`src/rtl/if_stage_pkg.sv`:
```
// Shared definitions for the instruction-fetch stage: bus widths, reset PC,
// chip-enable levels and stall-vector bit positions.
package if_stage_pkg;

   localparam int INST_ADDR_W = 32;
   localparam int INST_W      = 32;
   localparam int STALL_W     = 6;

   typedef logic [INST_ADDR_W-1:0] inst_addr_t;
   typedef logic [INST_W-1:0]      inst_t;

   localparam inst_t      ZERO_WORD    = '0;
   localparam inst_addr_t ZERO_ADDR    = '0;
   localparam logic       CHIP_ENABLE  = 1'b1;
   localparam logic       CHIP_DISABLE = 1'b0;
   localparam inst_addr_t RESET_PC     = '0;
   localparam inst_addr_t PC_STEP      = inst_addr_t'(4);

   localparam int STALL_PC = 0;
   localparam int STALL_IF = 1;
   localparam int STALL_ID = 2;

   // Instruction words are 4-byte aligned; any low address bit set is an error.
   function automatic logic pc_misaligned(input inst_addr_t pc);
      return pc[1:0] != 2'b00;
   endfunction

endpackage

```
`src/rtl/if_stage_if.sv`:
```
// Signal bundle between the fetch stage and its surroundings: pipeline control
// inputs, the instruction-ROM port and the IF/ID register outputs.
interface if_stage_if;
   import if_stage_pkg::*;

   logic [STALL_W-1:0] stall;
   logic               flush;
   inst_addr_t         new_pc;
   logic               branch_flag_i;
   inst_addr_t         branch_target_i;
   logic               rom_ce_o;
   inst_addr_t         rom_addr_o;
   inst_t              rom_data_i;
   inst_addr_t         id_pc_o;
   inst_t              id_inst_o;
   logic               id_adel_o;

   // Fetch-stage side.
   modport master (
      input  stall, flush, new_pc, branch_flag_i, branch_target_i, rom_data_i,
      output rom_ce_o, rom_addr_o, id_pc_o, id_inst_o, id_adel_o
   );

   // Environment side (control unit, ROM, decode stage).
   modport slave (
      output stall, flush, new_pc, branch_flag_i, branch_target_i, rom_data_i,
      input  rom_ce_o, rom_addr_o, id_pc_o, id_inst_o, id_adel_o
   );

endinterface

```
`src/rtl/if_stage_if_id_reg.sv`:
```
// IF/ID pipeline register. Flush clears it, a stall of IF with ID running
// inserts a bubble, a free IF captures the fetched word, otherwise it holds.
// A fetch with the ROM disabled is captured as an all-zero instruction.
module if_id_reg
   import if_stage_pkg::*;
(
   input  logic       clk,
   input  logic       rst,
   input  logic       flush,
   input  logic       stall_if,
   input  logic       stall_id,
   input  logic       if_ce,
   input  inst_addr_t if_pc,
   input  inst_t      if_inst,
   input  logic       if_adel,
   output inst_addr_t id_pc,
   output inst_t      id_inst,
   output logic       id_adel
);

   inst_addr_t id_pc_q,   id_pc_d;
   inst_t      id_inst_q, id_inst_d;
   logic       id_adel_q, id_adel_d;

   // Next IF/ID contents by flush > bubble > capture > hold priority.
   always_comb begin
      id_pc_d   = id_pc_q;
      id_inst_d = id_inst_q;
      id_adel_d = id_adel_q;
      if (flush || (stall_if && !stall_id)) begin
         id_pc_d   = ZERO_ADDR;
         id_inst_d = ZERO_WORD;
         id_adel_d = 1'b0;
      end else if (!stall_if) begin
         id_pc_d   = if_pc;
         id_inst_d = (if_ce == CHIP_ENABLE) ? if_inst : ZERO_WORD;
         id_adel_d = if_adel;
      end
   end

   // Register with asynchronous clear.
   always_ff @(posedge clk or posedge rst) begin
      if (rst) begin
         id_pc_q   <= ZERO_ADDR;
         id_inst_q <= ZERO_WORD;
         id_adel_q <= 1'b0;
      end else begin
         id_pc_q   <= id_pc_d;
         id_inst_q <= id_inst_d;
         id_adel_q <= id_adel_d;
      end
   end

   assign id_pc   = id_pc_q;
   assign id_inst = id_inst_q;
   assign id_adel = id_adel_q;

endmodule

```
`src/rtl/if_stage.sv`:
```
// Instruction-fetch stage: PC register, ROM enable and the IF/ID register.
// The ROM is enabled one edge after reset release; the PC only moves once
// the ROM is enabled, with flush > stall > branch > sequential priority.
// Optional build macro FETCH_ALIGN_CHECK_EN: a misaligned PC disables the
// ROM for that cycle and is passed to ID as an address-error fetch.
module if_stage
   import if_stage_pkg::*;
(
   input  logic          clk,
   input  logic          rst,
   if_stage_if.master    bus
);

   logic       ce_q, ce_d;
   inst_addr_t pc_q, pc_d;
   logic       fetch_ce;
   logic       fetch_adel;
   logic       unused_stall;

   // Stall bits above ID belong to later stages.
   assign unused_stall = ^bus.stall[STALL_W-1:STALL_ID+1];

   // Next PC; held at reset value until the ROM has been enabled.
   always_comb begin
      ce_d = CHIP_ENABLE;
      pc_d = pc_q;
      if (ce_q == CHIP_ENABLE) begin
         if (bus.flush)
            pc_d = bus.new_pc;
         else if (bus.stall[STALL_PC])
            pc_d = pc_q;
         else if (bus.branch_flag_i)
            pc_d = bus.branch_target_i;
         else
            pc_d = pc_q + PC_STEP;
      end
   end

   // PC and ROM-enable registers with asynchronous reset.
   always_ff @(posedge clk or posedge rst) begin
      if (rst) begin
         ce_q <= CHIP_DISABLE;
         pc_q <= RESET_PC;
      end else begin
         ce_q <= ce_d;
         pc_q <= pc_d;
      end
   end

`ifdef FETCH_ALIGN_CHECK_EN
   assign fetch_adel = (ce_q == CHIP_ENABLE) && pc_misaligned(pc_q);
   assign fetch_ce   = fetch_adel ? CHIP_DISABLE : ce_q;
`else
   assign fetch_adel = 1'b0;
   assign fetch_ce   = ce_q;
`endif

   assign bus.rom_ce_o   = fetch_ce;
   assign bus.rom_addr_o = pc_q;

   if_id_reg u_if_id_reg (
      .clk      (clk),
      .rst      (rst),
      .flush    (bus.flush),
      .stall_if (bus.stall[STALL_IF]),
      .stall_id (bus.stall[STALL_ID]),
      .if_ce    (fetch_ce),
      .if_pc    (pc_q),
      .if_inst  (bus.rom_data_i),
      .if_adel  (fetch_adel),
      .id_pc    (bus.id_pc_o),
      .id_inst  (bus.id_inst_o),
      .id_adel  (bus.id_adel_o)
   );

endmodule
```
`src/flat_wrapper.sv`:
```
// flat-port wrapper written by rule: the top's interface ports become plain ports
module if_stage_flat import if_stage_pkg::*;
  (clk, rst, bus_stall, bus_flush, bus_new_pc, bus_branch_flag_i, bus_branch_target_i, bus_rom_data_i, bus_rom_ce_o, bus_rom_addr_o, bus_id_pc_o, bus_id_inst_o, bus_id_adel_o);
  if_stage_if bus_i ();
  input  logic clk;
  input  logic rst;
  input wire logic [$bits(bus_i.stall)-1:0] bus_stall;
  input wire logic [$bits(bus_i.flush)-1:0] bus_flush;
  input wire logic [$bits(bus_i.new_pc)-1:0] bus_new_pc;
  input wire logic [$bits(bus_i.branch_flag_i)-1:0] bus_branch_flag_i;
  input wire logic [$bits(bus_i.branch_target_i)-1:0] bus_branch_target_i;
  input wire logic [$bits(bus_i.rom_data_i)-1:0] bus_rom_data_i;
  output wire logic [$bits(bus_i.rom_ce_o)-1:0] bus_rom_ce_o;
  output wire logic [$bits(bus_i.rom_addr_o)-1:0] bus_rom_addr_o;
  output wire logic [$bits(bus_i.id_pc_o)-1:0] bus_id_pc_o;
  output wire logic [$bits(bus_i.id_inst_o)-1:0] bus_id_inst_o;
  output wire logic [$bits(bus_i.id_adel_o)-1:0] bus_id_adel_o;
  assign bus_i.stall = bus_stall;
  assign bus_i.flush = bus_flush;
  assign bus_i.new_pc = bus_new_pc;
  assign bus_i.branch_flag_i = bus_branch_flag_i;
  assign bus_i.branch_target_i = bus_branch_target_i;
  assign bus_i.rom_data_i = bus_rom_data_i;
  assign bus_rom_ce_o = bus_i.rom_ce_o;
  assign bus_rom_addr_o = bus_i.rom_addr_o;
  assign bus_id_pc_o = bus_i.id_pc_o;
  assign bus_id_inst_o = bus_i.id_inst_o;
  assign bus_id_adel_o = bus_i.id_adel_o;
  if_stage u_core (.clk(clk), .rst(rst), .bus(bus_i));
endmodule
```
`config.mk`:
```
export PLATFORM = sky130hd
export DESIGN_NAME = if_stage_flat
export DESIGN_NICKNAME = d
export VERILOG_FILES = /design/src/rtl/if_stage_pkg.sv /design/src/rtl/if_stage_if.sv /design/src/rtl/if_stage_if_id_reg.sv /design/src/rtl/if_stage.sv /design/src/flat_wrapper.sv
export SDC_FILE = /design/constraint.sdc
export NUM_CORES = 1
export LEC_CHECK = 0
export CORE_ASPECT_RATIO = 1.5
export CORE_MARGIN = 2
export CORE_UTILIZATION = 46
export DETAILED_ROUTE_END_ITERATION = 10
export PLACE_DENSITY = 0.86
export SKIP_LAST_GASP = 1
export SYNTH_ARGS = -nofsm -noshare
export SYNTH_HDL_FRONTEND = slang
export SYNTH_SLANG_ARGS = --single-unit
```
`constraint.sdc`:
```
create_clock -name clk -period 9.8 [get_ports clk]
set_clock_uncertainty 0.15 [all_clocks]
set_input_delay 1.96 -clock clk [delete_from_list [all_inputs] [get_ports clk]]
set_output_delay 1.96 -clock clk [all_outputs]
set_load 0.01 [all_outputs]
```
# After elaboration in Yosys (flattened, before gate mapping)
# Cells that the tools add are included.
[totals]
latchBits = 0
romBits = 0
output_inout_bits = 98
reg_bits = 98
memories = 0
wordCells = 22
ram_bits = 0
inputBits = 106
[op_classes]
n_div = 0
n_mux = 10
n_reduce_logical = 4
shifts = 0
add_sub_neg = 1
n_eq_ne = 2
n_mul = 0
n_bitwise = 0
magnitude_cmp = 0
[ops]
columns = ["operator", "n"]
rows = [
  ["2-to-1 mux 32 bit", 8],
  ["adder 32 x 3 -> 32 bit, second input constant", 1],
  ["!= test 2 x 1 -> 1 bit, second input constant", 2],
  ["2-to-1 mux 1 bit", 2],
  ["AND reduction 2 bit", 1],
  ["logical AND 1 bit", 1],
  ["zero test 1 bit", 1],
  ["logical OR 1 bit", 1],
]

# Depth between registers and ports, before layout
# Gate-level depths: netlist of run 1.
[logic_depth]
depth_word = 4
depth_mapped = 7
depth_no_buf = 6

# By module
# From an unflattened synthesis of run 1, not the netlist that was laid out.
[hier_totals]
hier_cells = 581
area_unflattened_um2 = 5253.8
[modules_own_cells]
columns = ["module", "seq_area_each_um2", "area_each_um2", "n_inst", "cells_per_inst"]
rows = [
  ["if_id_reg", 1626.6, 2876.5, 1, 292],
  ["if_stage", 825.8, 2377.3, 1, 289],
]

# Worst setup path before layout of run 1
# Ideal clock, no wire load.
[synth_timing]
path_type = "in2reg"
start = "input bus_flush"
end = "register u_core.pc_q[12] (netlist: u_core.bus.rom_addr_o[12])"
required_time_ps = 9517
n_path_buf = 3
arrival_time_ps = 3179
path_stages = 7
path_slack_ps = 6338
setup_ps = 133
cell_sequence = "buf_2 > or2_2 > clkbuf_1 > clkbuf_1 > nor2_1 > a222oi_1 > o21ai_0"
[synth_between]
elab_chain_len = 2
word_cells_on_any_way = 3
classes_between = "eq/ne: 1; mux: 1; reduce/logical: 1"
[synth_rtl]
columns = ["item", "line", "source"]
rows = [
  ["start, declared", "flat_wrapper.sv:8", "input wire logic [$bits(bus_i.flush)-1:0] bus_flush;"],
  ["!= test 2 x 1 -> 1 bit (no source line)", "--", ""],
  ["AND reduction 2 bit (no source line)", "--", ""],
  ["end signal, assigned", "if_stage.sv:46", "pc_q <= pc_d;"],
  ["end, declared", "if_stage.sv:15", "inst_addr_t pc_q, pc_d;"],
]
# Several ways; a longest one is shown, not always the timed one.
# A chain may end at the register's enable or synchronous reset.

# Worst setup path in the final report of run 1
[layout_timing]
start = "input bus_branch_flag_i"
end = "register u_core.pc_q[30] (netlist: u_core.bus.rom_addr_o[30])"
[layout_between]
elab_chain_len = 3
[layout_rtl]
columns = ["item", "line", "source"]
rows = [
  ["start, declared", "flat_wrapper.sv:10", "input wire logic [$bits(bus_i.branch_flag_i)-1:0] bus_branch_flag_i;"],
  ["2-to-1 mux 32 bit", "if_stage.sv:32", "else if (bus.branch_flag_i)"],
  ["2-to-1 mux 32 bit", "if_stage.sv:30", "else if (bus.stall[STALL_PC])"],
  ["2-to-1 mux 32 bit", "if_stage.sv:28", "if (bus.flush)"],
]
# No other way between the ends. The select of a mux whose other input is x is not followed.

==> results.sh, run 1 <==
export IMPL_clock_root_buffer="clkbuf_16"
export IMPL_ys_top_cells_by_area="dfrtp_1 52%, a22o_1 8.6%, o21ai_0 5.6%"
export IMPL_cellLeakagePower_nw=2.90
export IMPL_worst_setup_path_end_kind="flip-flop"
export IMPL_area_of_placed_instances_um2=6720
export IMPL_final_max_slew_violation_count=0
export IMPL_hp_class="reg2reg"
export IMPL_post_synth_top_area_cell="dfrtp_1"
export IMPL_final_min_period_over_clock_period=0.432
export IMPL_final_min_clock_period_ns=4.23
export IMPL_critical_path_arrival_ns=4.30
export IMPL_drive_gt1_frac=0.0523
export IMPL_grt_pass1_wl_um=24200
export IMPL_status="finished clean"
export IMPL_detailedPlacementHpwl_um=10800
export IMPL_ys_types=53
export IMPL_drv_cap=0
export IMPL_yosys_area_share_xor_xnor=0
export IMPL_routed_via_density=6.20
export IMPL_max_vdd_ir_drop_uv=93.6
export IMPL_finished_cell_area_um2=7020
export IMPL_post_synth_mux_area_share=0.00214
export IMPL_grt_pass1_vias=4763
export IMPL_clock_transition_at_path_regs_ns=0.07
export IMPL_timing_critical_path_from="bus_branch_flag_i"
export IMPL_synthesis_instances=469
export IMPL_worst_endpoint_required_ns=9.87
export IMPL_synth_warning_count=0
export IMPL_synth_top_cells_by_count="97 x dfrtp_1, 52 x o21ai_0, 46 x a22o_1, 46 x nor2_1, 34 x clkbuf_1"
export IMPL_r2r_start="u_core.bus.rom_addr_o[2]$_DFFE_PP0P_"
export IMPL_power_density_nw_per_um2=154
export IMPL_core_region_area_um2=10000
export IMPL_critical_path_slowest_cell="clkdlybuf4s50_1"
export IMPL_cts_buffers_inserted=9
export IMPL_synth_edff_count=0
export IMPL_crit_path_start_kind="primary input"
export IMPL_synth_sequential_area_ratio=0.520
export IMPL_synth_net_count=576
export IMPL_holdBufCountCts=0
export IMPL_initial_utilization=0.466
export IMPL_critPathTopFamily="simple AND/OR/NAND/NOR gates"
export IMPL_setup_tns_final_ns=0
export IMPL_synth_avg_cell_area_um2=9.95
export IMPL_timing_max_slew_rel_slack=0.384
export IMPL_crit_reg2reg_capture="u_core.bus.rom_addr_o[30]$_DFFE_PP0P_"
export IMPL_worst_setup_path_category="in2reg"
export IMPL_cts_path_max_buffers=2
export IMPL_timing_critical_path_cells="clkdlybuf4s50_1, or2_2, nor3_1, and3_1, or3_1"
export IMPL_portBuffers=199
export IMPL_wl_per_cell_um=20.1
export IMPL_die_w_um=86.2
export IMPL_grt_antenna_before_repair=0
export IMPL_detailedRoute_firstIterationViolations=395
export IMPL_report_final_hold_viol_count=0
export IMPL_synthToLayoutAreaGrowth_pct=50.3
export IMPL_critPathMaxFanout=37
export IMPL_most_frequent_cell_after_synthesis="dfrtp_1"
export IMPL_synth_main_ff_cell="dfrtp_1"
export IMPL_power_frac_clock=0.325
export IMPL_cpPeakStageDelay_ns=0.99
export IMPL_route_antenna_remaining_nets=0
export IMPL_crit_path_end="u_core.bus.rom_addr_o[30]$_DFFE_PP0P_"
export IMPL_post_synth_instance_area_um2=4670
export IMPL_final_net_count=753
export IMPL_maximum_number_of_pins_on_one_net_before_global_route_repair=60
export IMPL_vias=4757
export IMPL_power_net_switching_w=0.000313
export IMPL_first_pass_iters=5
export IMPL_synth_seq_cells=97
export IMPL_clock_sinks=97
export IMPL_antenna_cells=0
export IMPL_full_die_area_um2=11000
export IMPL_postCtsSetupRepairBufs=0
export IMPL_power_switching_share=0.290
export IMPL_synth_top_family_by_area="compound AO/OA/AOI/OAI gates"
export IMPL_synth_compound_area_share=0.283
export IMPL_postSynth_asyncResetShare=1.00
export IMPL_reg2reg_slack_ns=7.14
export IMPL_yosys_area_share_adder=0.00268
export IMPL_cts_tree="yes"
export IMPL_cts_repair_resize_count=0
export IMPL_reg2reg_depth=6
export IMPL_power_frac_comb=0.220
export IMPL_gp_congestion=0.877
export IMPL_worst_path_buf_inv=1
export IMPL_cts_h_tree_depth=3
export IMPL_totalWireLength_um=15400
export IMPL_yosys_area_top_type_share=0.520
export IMPL_remaining_drc_errors=0
export IMPL_worstMarginPinSlew_ns=0.922
export IMPL_die_height_um=127
export IMPL_row_count=45
export IMPL_crit_cells=5
export IMPL_unrepaired_setup_endpoints_after_global_routing="false"
export IMPL_synth_simple_gate_area_share=0.149
export IMPL_pwr_share_seq=0.455
export IMPL_top_level_pins=204
export IMPL_setup_violations_final=0
export IMPL_gr_total_overflow=0
export IMPL_clock_latency_of_the_later_clocked_register_in_the_worst_skew_pair_ns=0.34
export IMPL_groute_usage_overall=0.280
export IMPL_internal_power_w=0.000765
export IMPL_maxClockFrequency_mhz=236
worst min path at each step:
stage | startpoint | endpoint | slack [ns] | cells after the start
after floorplan | u_core.u_if_id_reg.id_pc[17]$_DFFE_PP0P_ | u_core.u_if_id_reg.id_pc[17]$_DFFE_PP0P_ | 0.39 | 1
after global placement | u_core.u_if_id_reg.id_pc[31]$_DFFE_PP0P_ | u_core.u_if_id_reg.id_pc[31]$_DFFE_PP0P_ | 0.34 | 1
after detailed placement | u_core.u_if_id_reg.id_pc[15]$_DFFE_PP0P_ | u_core.u_if_id_reg.id_pc[15]$_DFFE_PP0P_ | 0.34 | 1
after CTS | u_core.u_if_id_reg.id_pc[1]$_DFFE_PP0P_ | u_core.u_if_id_reg.id_pc[1]$_DFFE_PP0P_ | 0.36 | 1
after global routing | u_core.u_if_id_reg.id_pc[25]$_DFFE_PP0P_ | u_core.u_if_id_reg.id_pc[25]$_DFFE_PP0P_ | 0.37 | 1
final | u_core.u_if_id_reg.id_inst[0]$_DFFE_PP0P_ | u_core.u_if_id_reg.id_inst[0]$_DFFE_PP0P_ | 0.36 | 1
metal layers:
metal / global-route usage / part of all wire
met1: 0.342 / 0.38
met2: 0.480 / 0.52
met3: 0.0504 / 0.074
met4: 0.127 / 0.027
met5: 0 / 0
cell type report:
| type | instances | area (um2) |
|---|---|---|
| multi-input cells | 323 | 2060 |
| flip-flops and latches | 97 | 2430 |
| clock inverters | 6 | 68.8 |
| well taps | 117 | 146 |
| fillers | 727 | 3010 |
| clock buffers | 9 | 225 |
| repair buffers | 208 | 2060 |
| inverters | 7 | 28.8 |
worst register-to-register path, delay by kind of cell, from the launching register on:
family        cells  cell delay [ns]
simple gates      5             1.59
flops             1             0.53
fa+ha+maj         1             0.28
flip-flops by register name (all words and copies together) (netlist names):
signal                      flops
u_core.bus.rom_addr_o          32
u_core.u_if_id_reg.id_inst     32
u_core.u_if_id_reg.id_pc       32
u_core.bus.rom_ce_o             1
layout by cell type (no fill, tap or decap), drive strengths merged, types with 10 or more instances in the layout:
cell type,synthesis,final
a21oi,14,14
a22o,46,46
a22oi,31,31
and3,10,10
clkdlybuf4s50,0,199
dfrtp,97,97
nand2,21,21
nand3,19,19
nor2,46,46
o21ai,52,52
metrics by stage:
step | setup WS [ns] | power [W] | utilization | hold WS, ns | instances
after global routing | 5.44 | 0.00112 | 0.700 | 0.368 | 767
final | 5.57 | 0.00108 | 0.700 | 0.355 | 767
after floorplan | 5.16 | 0.000581 | - | 0.394 | 469
after detailed placement | 5.26 | 0.000731 | 0.671 | 0.341 | 752
after global placement | 5.34 | 0.000722 | 0.671 | 0.338 | 752
after CTS | 5.61 | 0.00108 | 0.700 | 0.359 | 767
power by group through the flow:
stage | sequential, W | clock [W] | combinational (W)
detailed placement | 0.000496 | 0 | 0.000235
global placement | 0.000493 | 0 | 0.000229
CTS | 0.000489 | 0.000353 | 0.000237
finish | 0.000491 | 0.000350 | 0.000237
global route | 0.000495 | 0.000373 | 0.000255
floorplan | 0.000493 | 0 | 0.0000877
cell families after synthesis:
logic type	Yosys count
other	2
AND/OR/NAND/NOR	133
flip-flops	97
adder cells (fa/ha/maj)	1
AO/OA/AOI/OAI	186
buffers and inverters	49
multiplexers	1
Power figures use the tool's default switching activity.
==> inputs of run 2 (changes only) <==
--- a/config.mk
+++ b/config.mk
@@ -7,9 +7,9 @@
 export LEC_CHECK = 0
 export CORE_ASPECT_RATIO = 1.5
 export CORE_MARGIN = 2
-export CORE_UTILIZATION = 46
+export CORE_UTILIZATION = 43
 export DETAILED_ROUTE_END_ITERATION = 10
-export PLACE_DENSITY = 0.86
+export PLACE_DENSITY = 0.81
 export SKIP_LAST_GASP = 1
 export SYNTH_ARGS = -nofsm -noshare
 export SYNTH_HDL_FRONTEND = slang
==> constraint.sdc (replaced) <==
create_clock -name clk -period 4.2 [get_ports clk]
set_clock_uncertainty 0.15 [all_clocks]
set_input_delay 0.84 -clock clk [delete_from_list [all_inputs] [get_ports clk]]
set_output_delay 0.84 -clock clk [all_outputs]
set_load 0.01 [all_outputs]
==> run 2 against run 1 <==
Combinational power rose by 140%; sequential share of layout area fell by 0.50 points; power rose by 140%; sequential power rose by 130%; utilization fell by 2.8 points; die area rose by 6.7%; register-to-register slack got worse by 5.5 ns; global-route usage fell by 0.94 points; non-clock buffer count rose by 4; via count rose by 0.27%.
==> results.sh, run 2 (synthesized netlist as in run 1, its figures left out) <==
export IMPL_status="finished clean"
export IMPL_unrepaired_setup_endpoints_after_global_routing="false"
export IMPL_clock_root_buffer="clkbuf_16"
export IMPL_holdCritStartpoint="u_core.u_if_id_reg.id_pc[19]$_DFFE_PP0P_"
export IMPL_critPathMaxFanout=43
export IMPL_setup_violations_final=0
export IMPL_core_region_area_um2=10600
export IMPL_power_switching_share=0.283
export IMPL_critical_path_arrival_ns=2.98
export IMPL_worstMarginPinSlew_ns=0.932
export IMPL_holdBufCountCts=0
export IMPL_fill_cells=888
export IMPL_postCtsSetupRepairBufs=0
export IMPL_grt_pass1_wl_um=24900
export IMPL_gp_congestion=0.901
export IMPL_final_common_cell="clkdlybuf4s50_1"
export IMPL_vias=4770
export IMPL_die_w_um=89.1
export IMPL_grt_antenna_before_repair=0
export IMPL_cellLeakagePower_nw=2.93
export IMPL_power_frac_clock=0.342
export IMPL_wl_per_cell_um=19.9
export IMPL_hold_path_depth=1
export IMPL_gr_total_overflow=0
export IMPL_final_seq_area_um2=2430
export IMPL_remaining_drc_errors=0
export IMPL_crit_path_start_kind="primary input"
export IMPL_cts_tree="yes"
export IMPL_worst_slack_ns=1.35
export IMPL_full_die_area_um2=11700
export IMPL_power_density_nw_per_um2=363
export IMPL_multi_input_comb_area_um2=2060
export IMPL_drv_cap=0
export IMPL_max_vdd_ir_drop_uv=225
export IMPL_synthToLayoutAreaGrowth_pct=52.5
export IMPL_routed_via_density=5.97
export IMPL_maximum_number_of_pins_on_one_net_before_global_route_repair=54
export IMPL_final_min_period_over_clock_period=0.679
export IMPL_cts_path_max_buffers=2
export IMPL_power_net_switching_w=0.000731
export IMPL_clock_transition_at_path_regs_ns=0.07
export IMPL_detailedRoute_firstIterationViolations=400
export IMPL_grt_pass1_vias=4851
export IMPL_cts_repair_resize_count=0
export IMPL_hp_class="reg2reg"
export IMPL_cts_buffers_inserted=9
export IMPL_pwr_share_seq=0.442
export IMPL_clock_sinks=97
export IMPL_timing_max_slew_rel_slack=0.377
export IMPL_finalNonFillerCells=799
export IMPL_r2r_start="u_core.bus.rom_addr_o[2]$_DFFE_PP0P_"
export IMPL_detailedPlacementHpwl_um=11600
export IMPL_totalWireLength_um=15900
export IMPL_most_common_layout_cells="199 x clkdlybuf4s50_1, 97 x dfrtp_1, 50 x o21ai_0"
export IMPL_final_net_count=757
export IMPL_internal_power_w=0.00185
export IMPL_row_count=46
export IMPL_groute_usage_overall=0.271
export IMPL_final_core_utilization=0.672
export IMPL_final_min_clock_period_ns=2.85
export IMPL_setup_tns_final_ns=0
export IMPL_cpPeakStageDelay_ns=0.87
export IMPL_worst_hold_path_endpoint="u_core.u_if_id_reg.id_pc[19]$_DFFE_PP0P_"
export IMPL_first_pass_iters=5
export IMPL_worst_setup_path_end_kind="flip-flop"
export IMPL_dp_cells=783
export IMPL_maxClockFrequency_mhz=351
export IMPL_critical_path_slowest_cell="and3_2"
export IMPL_cts_h_tree_depth=3
export IMPL_report_final_hold_viol_count=0
export IMPL_worst_endpoint_required_ns=4.32
export IMPL_portBuffers=199
export IMPL_power_frac_comb=0.216
export IMPL_reg2reg_depth=6
export IMPL_clock_latency_of_the_later_clocked_register_in_the_worst_skew_pair_ns=0.34
export IMPL_route_antenna_remaining_nets=0
export IMPL_antenna_cells=0
export IMPL_top_level_pins=204
export IMPL_timing_critical_path_cells="clkdlybuf4s50_1, buf_4, inv_1, and3_2, a22o_1"
export IMPL_reg2reg_slack_ns=1.66
export IMPL_die_height_um=132
export IMPL_dp_worst_setup_slack_ns=1.01
export IMPL_final_max_slew_violation_count=0
export IMPL_crit_reg2reg_capture="u_core.bus.rom_addr_o[30]$_DFFE_PP0P_"
export IMPL_drive_gt1_frac=0.0580
export IMPL_worst_setup_path_category="in2reg"
export IMPL_initial_utilization=0.441
## run 2: how the worst max path moves through the flow
stage	slack, ns	to	start
6_report	1.35	u_core.u_if_id_reg.id_inst[5]$_DFFE_PP0P_	bus_flush
5_1_grt	1.17	u_core.u_if_id_reg.id_pc[21]$_DFFE_PP0P_	bus_flush
4_1_cts	1.36	u_core.bus.rom_addr_o[31]$_DFFE_PP0P_	bus_flush
3_5_place_dp	1.01	u_core.u_if_id_reg.id_pc[29]$_DFFE_PP0P_	bus_flush
3_3_place_gp	1.05	u_core.u_if_id_reg.id_inst[4]$_DFFE_PP0P_	bus_flush
2_1_floorplan	0.68	u_core.bus.rom_addr_o[0]$_DFFE_PP0P_	rst
## run 2: power groups by stage
stage | clock network (W) | logic [W] | registers, W
2_1_floorplan | 0 | 0.000205 | 0.00115
3_3_place_gp | 0 | 0.000544 | 0.00115
3_5_place_dp | 0 | 0.000558 | 0.00115
4_1_cts | 0.000894 | 0.000561 | 0.00114
5_1_grt | 0.000923 | 0.000603 | 0.00115
6_report | 0.000884 | 0.000558 | 0.00114
## run 2: stage by stage
step	instance area [um2]	total power [W]	hold slack, ns
after floorplan	4670	0.00136	0.394
after global placement	6800	0.00169	0.337
after detailed placement	6800	0.00171	0.342
after CTS	7120	0.00259	0.360
after global routing	7120	0.00268	0.371
final	7120	0.00258	0.356
## run 2: final cells by class
type	count	area share
Inverter	7	0.00404
Multi-Input combinational cell	323	0.289
Clock buffer	10	0.0322
Sequential cell	97	0.341
Timing Repair Buffer	212	0.295
Tap cell	144	0.0253
Clock inverter	6	0.0128
## run 2: worst max-delay path, delay by kind of cell
kind / cells / cell delay [ns]
AO/OA/AOI/OAI: 1 / 0.27
AND/OR/NAND/NOR: 1 / 0.87
buffers and inverters: 3 / 0.97
## run 2: routing by layer
metal  track usage  wire, um  part of all wire  vias up
met4         0.124       702             0.044        0
li1              -         -                 -     2154
met2         0.461      8170              0.51      264
met5             0         0                 0        -
met1         0.326      5820              0.37     2303
met3        0.0459      1180             0.074       49
==> inputs of run 3 (changes only) <==
--- a/config.mk
+++ b/config.mk
@@ -7,9 +7,9 @@
 export LEC_CHECK = 0
 export CORE_ASPECT_RATIO = 1.5
 export CORE_MARGIN = 2
-export CORE_UTILIZATION = 43
+export CORE_UTILIZATION = 38
 export DETAILED_ROUTE_END_ITERATION = 10
-export PLACE_DENSITY = 0.81
+export PLACE_DENSITY = 0.75
 export SKIP_LAST_GASP = 1
 export SYNTH_ARGS = -nofsm -noshare
 export SYNTH_HDL_FRONTEND = slang
==> constraint.sdc (replaced) <==
create_clock -name clk -period 2.5 [get_ports clk]
set_clock_uncertainty 0.15 [all_clocks]
set_input_delay 0.5 -clock clk [delete_from_list [all_inputs] [get_ports clk]]
set_output_delay 0.5 -clock clk [all_outputs]
set_load 0.01 [all_outputs]
==> run 3 against run 2 <==
Worst hold slack worse by 0.0028 ns; global-route usage is 2.6 points lower; sequential power rose by 67%; via count rose by 1.8%; final cell count increased by 4.1%; setup slack worse by 1.1 ns; clock power rose by 62%; non-clock buffer count increased by 24; sequential share of layout area down 0.93 points; utilization decreased by 6.3 points; largest cell class unchanged; largest power group unchanged.
==> results.sh, run 3 (synthesized netlist as in run 1, its figures left out) <==
export IMPL_drv_cap=0
export IMPL_grt_antenna_before_repair=0
export IMPL_internal_power_w=0.00306
export IMPL_critical_path_arrival_ns=2.42
export IMPL_row_count=49
export IMPL_worst_setup_path_end_kind="flip-flop"
export IMPL_max_vdd_ir_drop_uv=308
export IMPL_final_max_slew_violation_count=0
export IMPL_gr_total_overflow=0
export IMPL_final_min_period_over_clock_period=0.915
export IMPL_reg2reg_depth=6
export IMPL_cellLeakagePower_nw=3.05
export IMPL_clock_latency_of_the_later_clocked_register_in_the_worst_skew_pair_ns=0.35
export IMPL_fill_cells=1021
export IMPL_die_height_um=140
export IMPL_multi_input_comb_area_um2=2060
export IMPL_grt_pass1_wl_um=25100
export IMPL_cts_tree="yes"
export IMPL_wl_per_cell_um=19.6
export IMPL_cts_repair_resize_count=0
export IMPL_clock_root_buffer="clkbuf_16"
export IMPL_gp_congestion=0.899
export IMPL_power_switching_share=0.296
export IMPL_final_core_utilization=0.609
export IMPL_final_min_clock_period_ns=2.29
export IMPL_postCtsSetupRepairBufs=0
export IMPL_routed_via_density=5.83
export IMPL_route_antenna_remaining_nets=0
export IMPL_portBuffers=199
export IMPL_crit_reg2reg_capture="u_core.bus.rom_addr_o[16]$_DFFE_PP0P_"
export IMPL_worst_endpoint_required_ns=2.63
export IMPL_worst_slack_ns=0.212
export IMPL_worstMarginPinSlew_ns=0.818
export IMPL_remaining_drc_errors=0
export IMPL_reg2reg_slack_ns=0.31
export IMPL_groute_usage_overall=0.245
export IMPL_power_frac_comb=0.236
export IMPL_critPathMaxFanout=43
export IMPL_holdCritStartpoint="u_core.u_if_id_reg.id_pc[13]$_DFFE_PP0P_"
export IMPL_report_final_hold_viol_count=0
export IMPL_final_net_count=781
export IMPL_r2r_start="u_core.bus.rom_addr_o[2]$_DFFE_PP0P_"
export IMPL_holdBufCountCts=0
export IMPL_pwr_share_seq=0.436
export IMPL_antenna_cells=0
export IMPL_clock_transition_at_path_regs_ns=0.07
export IMPL_drive_gt1_frac=0.0913
export IMPL_synthToLayoutAreaGrowth_pct=56.8
export IMPL_final_common_cell="clkdlybuf4s50_1"
export IMPL_cts_buffers_inserted=9
export IMPL_final_seq_area_um2=2430
export IMPL_hp_class="reg2reg"
export IMPL_maximum_number_of_pins_on_one_net_before_global_route_repair=64
export IMPL_detailedPlacementHpwl_um=12200
export IMPL_detailedRoute_firstIterationViolations=240
export IMPL_core_region_area_um2=12000
export IMPL_full_die_area_um2=13200
export IMPL_dp_worst_setup_slack_ns=-0.0904
export IMPL_power_net_switching_w=0.00129
export IMPL_timing_max_slew_rel_slack=0.455
export IMPL_setup_violations_final=0
export IMPL_clock_sinks=97
export IMPL_most_common_layout_cells="199 x clkdlybuf4s50_1, 97 x dfrtp_1, 50 x o21ai_0"
export IMPL_totalWireLength_um=16300
export IMPL_cts_path_max_buffers=2
export IMPL_crit_path_start_kind="primary input"
export IMPL_first_pass_iters=5
export IMPL_worst_hold_path_endpoint="u_core.u_if_id_reg.id_pc[13]$_DFFE_PP0P_"
export IMPL_initial_utilization=0.388
export IMPL_vias=4854
export IMPL_die_w_um=94.5
export IMPL_status="finished clean"
export IMPL_worst_setup_path_category="in2reg"
export IMPL_grt_pass1_vias=4827
export IMPL_power_density_nw_per_um2=594
export IMPL_top_level_pins=204
export IMPL_hold_path_depth=1
export IMPL_unrepaired_setup_endpoints_after_global_routing="false"
export IMPL_cts_h_tree_depth=3
export IMPL_maxClockFrequency_mhz=437
export IMPL_power_frac_clock=0.328
[run 3: layout make-up]
class                   count  share of cell area
well taps                 153              0.0262
inverters                   7             0.00410
multi-input cells         323               0.282
clock inverters             6              0.0101
flip-flops and latches     97               0.332
clock buffers              10              0.0313
repair buffers            236               0.315
[run 3: layer usage]
metal | GRT usage | routed length (um) | vias to the layer above
met5 | 0 | 0 | -
met4 | 0.117 | 506 | 0
met3 | 0.0325 | 969 | 42
met2 | 0.432 | 8660 | 244
met1 | 0.289 | 6160 | 2368
li1 | - | - | 2200
[run 3: worst max-delay path, stage by stage]
cell             delay, ns
clkdlybuf4s50_1       0.54
inv_1                 0.30
and3_2                0.79
a22o_1                0.27
[run 3: power by group through the flow]
stage                     clock network, W  logic, W  registers [W]
after floorplan                          0  0.000344        0.00193
final                              0.00143   0.00103        0.00190
after detailed placement                 0   0.00102        0.00192
after global routing               0.00153   0.00110        0.00192
after CTS                          0.00145   0.00103        0.00189
after global placement                   0  0.000998        0.00192
[run 3: worst max-delay path by stage]
stage / startpoint / endpoint / slack, ns / depth (start not counted)
CTS: bus_flush / u_core.u_if_id_reg.id_pc[19]$_DFFE_PP0P_ / 0.27 / 4
global route: bus_flush / u_core.u_if_id_reg.id_inst[5]$_DFFE_PP0P_ / 0.14 / 4
global placement: bus_flush / u_core.u_if_id_reg.id_inst[0]$_DFFE_PP0P_ / 0.009 / 4
finish: bus_flush / u_core.u_if_id_reg.id_inst[8]$_DFFE_PP0P_ / 0.21 / 4
detailed placement: bus_flush / u_core.u_if_id_reg.id_inst[0]$_DFFE_PP0P_ / -0.09 / 4
floorplan: u_core.bus.rom_addr_o[2]$_DFFE_PP0P_ / u_core.bus.rom_addr_o[30]$_DFFE_PP0P_ / 0.35 / 6
[run 3: per-stage QoR]
stage	instance area (um2)	hold slack [ns]	std cells	TNS, ns	power [W]
after CTS	7320	0.360	832	0	0.00437
after floorplan	4670	0.394	469	0	0.00228
final	7320	0.353	832	0	0.00435
after global placement	7020	0.338	816	0	0.00292
after global routing	7320	0.363	832	0	0.00454
after detailed placement	7020	0.343	816	-3.06	0.00294
